**src/rtl/e1_buf_wb_arb.sv**
```systemverilog
// e1_buf_wb_arb: shares the single-port E1 buffer SRAM between two classic
// single-beat wishbone masters.
//   m0 (E1 buffer interface) has priority. m1 (host / USB-DMA) is served after
//   at most HOST_MAX_WAIT consecutive m0 grants while it is requesting.
//   Transfer sequence: IDLE -> ACC -> ACK (ack at t+2, one transfer per 3 cycles).
//
// Optional build macro E1_BUF_ARB_RDATA_REG_EN:
//   Adds an RDW state (IDLE -> ACC -> RDW -> ACK). SRAM read data is registered
//   in RDW and returned from that register during ACK (ack at t+3, 4 cycles
//   per transfer). Without it, read data passes straight from mem_rdata.
//
// Ports:
//   clk, rst            clock, asynchronous active-high reset
//   m0_* / m1_*         wishbone masters: addr, wdata, wmsk (1 = lane kept),
//                       we, cyc in; rdata, ack out
//   mem_addr/wdata/wmsk/we  SRAM request (registered)
//   mem_rdata           SRAM read data, valid one cycle after the address
module e1_buf_wb_arb #(
    parameter int unsigned AW            = 14,
    parameter int unsigned DW            = 32,
    parameter int unsigned MW            = DW / 8,
    parameter int unsigned HOST_MAX_WAIT = 4
) (
    input  logic          clk,
    input  logic          rst,

    input  logic [AW-1:0] m0_addr,
    input  logic [DW-1:0] m0_wdata,
    input  logic [MW-1:0] m0_wmsk,
    input  logic          m0_we,
    input  logic          m0_cyc,
    output logic [DW-1:0] m0_rdata,
    output logic          m0_ack,

    input  logic [AW-1:0] m1_addr,
    input  logic [DW-1:0] m1_wdata,
    input  logic [MW-1:0] m1_wmsk,
    input  logic          m1_we,
    input  logic          m1_cyc,
    output logic [DW-1:0] m1_rdata,
    output logic          m1_ack,

    output logic [AW-1:0] mem_addr,
    output logic [DW-1:0] mem_wdata,
    output logic [MW-1:0] mem_wmsk,
    output logic          mem_we,
    input  logic [DW-1:0] mem_rdata
);

    localparam int unsigned CW = 4;

    typedef enum logic [1:0] {
        ST_IDLE = 2'd0,
        ST_ACC  = 2'd1,
        ST_RDW  = 2'd2,
        ST_ACK  = 2'd3
    } state_t;

    typedef enum logic [1:0] {
        GNT_NONE = 2'd0,
        GNT_M0   = 2'd1,
        GNT_M1   = 2'd2
    } gnt_t;

    state_t          r_state;
    gnt_t            r_gnt;
    logic [CW-1:0]   r_cnt;
    logic [AW-1:0]   r_mem_addr;
    logic [DW-1:0]   r_mem_wdata;
    logic [MW-1:0]   r_mem_wmsk;
    logic            r_mem_we;
    logic            r_m0_ack;
    logic            r_m1_ack;
`ifdef E1_BUF_ARB_RDATA_REG_EN
    logic [DW-1:0]   r_rdata;
`endif

    // m1 wins when it is the only requester, or when m0 has used up its
    // allowance of consecutive grants while m1 was waiting.
    logic w_cnt_at_max;
    logic w_pick_m1;

    assign w_cnt_at_max = (r_cnt == CW'(HOST_MAX_WAIT));
    assign w_pick_m1    = m1_cyc && (!m0_cyc || w_cnt_at_max);

    // Arbitration FSM, SRAM request registers and ack generation.
    always_ff @(posedge clk or posedge rst) begin
        if (rst) begin
            r_state     <= ST_IDLE;
            r_gnt       <= GNT_NONE;
            r_cnt       <= '0;
            r_mem_addr  <= '0;
            r_mem_wdata <= '0;
            r_mem_wmsk  <= '1;
            r_mem_we    <= 1'b0;
            r_m0_ack    <= 1'b0;
            r_m1_ack    <= 1'b0;
`ifdef E1_BUF_ARB_RDATA_REG_EN
            r_rdata     <= '0;
`endif
        end else begin
            case (r_state)
                ST_IDLE: begin
                    if (!m1_cyc) begin
                        r_cnt <= '0;
                    end
                    if (m0_cyc || m1_cyc) begin
                        if (w_pick_m1) begin
                            r_gnt       <= GNT_M1;
                            r_mem_addr  <= m1_addr;
                            r_mem_wdata <= m1_wdata;
                            r_mem_wmsk  <= m1_wmsk;
                            r_mem_we    <= m1_we;
                            r_cnt       <= '0;
                        end else begin
                            r_gnt       <= GNT_M0;
                            r_mem_addr  <= m0_addr;
                            r_mem_wdata <= m0_wdata;
                            r_mem_wmsk  <= m0_wmsk;
                            r_mem_we    <= m0_we;
                            // Count m0 grants taken while m1 waits; saturate.
                            if (m1_cyc && !w_cnt_at_max) begin
                                r_cnt <= CW'(r_cnt + CW'(1));
                            end
                        end
                        r_state <= ST_ACC;
                    end
                end

                ST_ACC: begin
                    // Write strobe lives only in ACC; address is held onward.
                    r_mem_we   <= 1'b0;
                    r_mem_wmsk <= '1;
`ifdef E1_BUF_ARB_RDATA_REG_EN
                    r_state    <= ST_RDW;
`else
                    r_m0_ack   <= (r_gnt == GNT_M0);
                    r_m1_ack   <= (r_gnt == GNT_M1);
                    r_state    <= ST_ACK;
`endif
                end

`ifdef E1_BUF_ARB_RDATA_REG_EN
                ST_RDW: begin
                    r_rdata  <= mem_rdata;
                    r_m0_ack <= (r_gnt == GNT_M0);
                    r_m1_ack <= (r_gnt == GNT_M1);
                    r_state  <= ST_ACK;
                end
`endif

                ST_ACK: begin
                    r_m0_ack <= 1'b0;
                    r_m1_ack <= 1'b0;
                    r_gnt    <= GNT_NONE;
                    r_state  <= ST_IDLE;
                end

                default: begin
                    r_m0_ack <= 1'b0;
                    r_m1_ack <= 1'b0;
                    r_mem_we <= 1'b0;
                    r_gnt    <= GNT_NONE;
                    r_state  <= ST_IDLE;
                end
            endcase
        end
    end

    assign mem_addr  = r_mem_addr;
    assign mem_wdata = r_mem_wdata;
    assign mem_wmsk  = r_mem_wmsk;
    assign mem_we    = r_mem_we;
    assign m0_ack    = r_m0_ack;
    assign m1_ack    = r_m1_ack;

    // Both masters see the same read data; it is only meaningful with ack.
`ifdef E1_BUF_ARB_RDATA_REG_EN
    assign m0_rdata = r_rdata;
    assign m1_rdata = r_rdata;
`else
    assign m0_rdata = mem_rdata;
    assign m1_rdata = mem_rdata;
`endif

endmodule
```
**config.mk**
```make
export PLATFORM = sky130hd
export DESIGN_NAME = e1_buf_wb_arb
export DESIGN_NICKNAME = d
export VERILOG_FILES = /design/src/rtl/e1_buf_wb_arb.sv
export SDC_FILE = /design/constraint.sdc
export NUM_CORES = 1
export LEC_CHECK = 0
export ABC_AREA = 1
export BUFFER_PORTS_ARGS = -buffer_cell sky130_fd_sc_hd__buf_2
export CORE_ASPECT_RATIO = 0.8
export CORE_MARGIN = 8
export CORE_UTILIZATION = 39
export CTS_BUF_LIST = sky130_fd_sc_hd__clkbuf_4 sky130_fd_sc_hd__clkbuf_8
export CTS_CLUSTER_SIZE = 28
export DETAILED_ROUTE_END_ITERATION = 8
export PLACE_DENSITY = 0.78
export REMOVE_ABC_BUFFERS = 1
export SLEW_MARGIN = 20
export SYNTH_ARGS = -nofsm -noshare
export SYNTH_HDL_FRONTEND = slang
export SYNTH_SLANG_ARGS = --single-unit
```
**constraint.sdc**
```tcl
create_clock -name clk -period 1.5 [get_ports clk]
set_input_delay 0.075 -clock clk [delete_from_list [all_inputs] [get_ports clk]]
set_output_delay 0.075 -clock clk [all_outputs]
set_load 0.02 [all_outputs]
```
==> results.cfg <==
[power_and_ir_drop]
ir_drop_mv = 0.965
p_leak_nw = 2.76
powerDensity_mw_per_mm2 = 1720

[timing]
rsz0062_at_grt = yes
min_period_ps = 1450
finalClockSkew_ps = 15.7
hold_viol_final = 0
worstMarginPinSlew_ps = 403
maxSlewViolCount = 0
finalCritPeriodShare = 0.964
max_freq_ghz = 0.691
setup_viol = 0
fin_hold_ws_ps = 20.8
relSlewSlack = 0.731

[cts]
ctsLongestPathBuffers = 2
clock_latency_ps = 340
clk_pin_slew_worst_paths_ps = 60
cts_tree = done
cts_made_buffers = 9
root_buffer = clkbuf_8
h-tree-depth = 3
cts.sinks = 61

[setup_path]
cpLargestDelayFamily = flip-flops
cp_cell_sequence = inv_2 > ha_4 > nand3_4 > nand2_4 > nand2_8 > clkbuf_16 > nand2_1 > nand2_1 > o21ai_1
regToRegStartpoint = r_cnt[1]
worstPathArrival_ps = 1700
cpMostUsedCell = nand2_1
cp_max_fo = 11
endpoint_kind = register
crit_required_ps = 1750
start_kind = register
r2r_cells = 9
r2r-end = mem_addr[4]
critPathBufInv = 2
max_stage_delay_ps = 390
rrSetupSlack_ps = 50
slowest_stage = dfrtp_1
worst-setup-path-type = register to register

[worst_hold_path]
hp-class = input pin to register
hold_end = mem_wdata[3]
hold_depth = 3
worstHoldStart = m1_wdata[3]

[placement]
globalplace.congestion = 0.803
place_hpwl_mm = 9.34
portBuffers = 158

[die]
die_h_um = 102
design.core.area_mm2 = 0.00908
die_area_mm2 = 0.0127
die_w_um = 124
row_count = 31
initial_core_util = 0.401
ios = 255

[cells_and_area]
antenna_cells = 0
fillCellCount = 838
layout_common_cells = buf_2 (158), nand2_1 (150), inv_1 (58), nor2_1 (58), dfrtp_1 (57)
area_growth_syn_to_layout_pct = 34.5
fin_nets = 781
final_common_cell = buf_2
fin_util = 0.539
drive_gt1_frac = 0.336
area.sequential_mm2 = 0.00153
multiInputGateArea_mm2 = 0.00131

[global_route]
grtUsageTotal = 0.196
grt_max_degree = 53
grt_first_pass_wirelength_mm = 18.8
grt_antenna_before_repair = 1
grt-ovfl-total = 0
grt_pass1_vias = 3548

[logic_synthesis]
synth-adder-area-share = 0.00688
synth_compound_area_frac = 0.0843
synth.avg_cell_area_um2 = 7.27
synth_area_mm2 = 0.00364
synthSimpleGateAreaFrac = 0.252
synth_warnings = 0
synth_cell_types = 22
synth_xor_area_frac = 0.00241
syn_inst = 500
ys_ff_latch = 61
netlist_top_cells_area = dfrtp_1 (39%), nand2_1 (15%), buf_4 (13%)
seq_area_frac_synth = 0.421
synth_top_area_cell = dfrtp_1
netlist.area_leader.share = 0.392
synth_top_family_by_area = simple AND/OR/NAND/NOR gates
synthMuxAreaShare = 0

[flow_run]
maxCapViolations = 0

[detailed_routing]
remaining_drc_errors = 0
ant_nets = 0
vias = 3590
dr.pass1.iters = 5
wire_per_inst_um = 17.6
via_per_inst = 4.72
routed_wl_mm = 13.4
drtIter0Drc = 223

[run_status]
status = finished clean
## synth_stat cells
cell / instances
o21bai_1: 1
buf_4: 64
clkinv_2: 1
inv_1: 62
o22ai_1: 3
nand2_1: 150
nor2_4: 1
ha_1: 2
o21ai_0: 6
nand2_4: 3
nor2_1: 63
buf_6: 4
dfrtp_1: 57
inv_2: 1
nand4_1: 3
buf_2: 16
a32o_1: 2
nand3_2: 1
xor2_1: 1
o21ai_1: 46
nand3_1: 9
dfstp_2: 4
## flip-flops by register name, summed over array words and instances (netlist names)
name and flops:
mem_we 1, r_gnt 2, mem_wmsk 4, m0_ack 1, mem_wdata 32, r_cnt 4, mem_addr 14, r_state 2
m1_ack 1
## kinds of logic (layout without fill, tap and decap cells)
logic type / count (synthesis) / after routing
AO/OA/AOI/OAI: 58 / 58
XOR/XNOR: 1 / 1
adder cells (fa/ha/maj): 2 / 2
buffers and inverters: 148 / 294
flip-flops: 61 / 61
AND/OR/NAND/NOR: 230 / 230
## worst max-delay path by stage
stage,to,cells past startpoint,from,slack (ps)
after floorplan,mem_addr[0],6,r_state[1],-560
after global placement,mem_wmsk[0],10,r_cnt[0],50
after detailed placement,mem_wmsk[3],10,r_cnt[0],-70
after CTS,mem_wdata[1],9,r_cnt[0],30
after global routing,mem_wdata[22],9,r_cnt[1],-20
final,mem_addr[4],9,r_cnt[1],50
## metal layers
metal,wire length (um),vias to the layer above,GRT usage
li1,-,1722,-
met1,5540,1616,0.237
met2,5410,230,0.258
met3,2230,18,0.151
met4,140,4,0.0593
met5,75,-,0.0373
## stage by stage
| step | total power [mW] | setup TNS, ps | cell area, um^2 | instances | setup WS (ps) |
|---|---|---|---|---|---|
| after floorplan | 5.10 | -31730 | 3030 | 416 | -561 |
| after global placement | 6.45 | 0 | 4070 | 699 | 49.1 |
| after detailed placement | 6.57 | -235 | 4070 | 699 | -66.4 |
| after CTS | 8.39 | 0 | 4700 | 754 | 26.3 |
| after global routing | 9.09 | -94.4 | 4890 | 761 | -18.3 |
| final | 8.44 | 0 | 4890 | 761 | 53.7 |
## worst min-delay path, cell delays in order
cell and delay (ps):
buf_2 80, nor2_1 30, o21ai_1 120
## power breakdown
| group | total, mW | leakage (nW) | switching, mW | internal [mW] |
|---|---|---|---|---|
| clock network | 1.65 | 0.113 | 0.637 | 1.02 |
| logic | 3.92 | 1.89 | 2.49 | 1.42 |
| registers | 2.87 | 0.752 | 0.426 | 2.45 |
| total | 8.44 | 2.76 | 3.55 | 4.89 |
## layout make-up
type / count / share of cell area
multi-input combinational: 291 / 0.267
sequential: 61 / 0.313
clock buffer: 12 / 0.0312
inverter: 64 / 0.0519
tap: 115 / 0.0294
clock inverter: 4 / 0.0148
timing repair buffer: 214 / 0.293
## repair_timing
item                       in CTS  in global routing
pin swaps                       1                  5
hold buffers                   35                  1
setup endpoints to repair      16                 41
resized for setup               4                 16
hold endpoints to repair       91                  1
gates cloned                    1                  5
setup buffers                   3                  1
No activity file was read; power rests on OpenSTA's default activity.
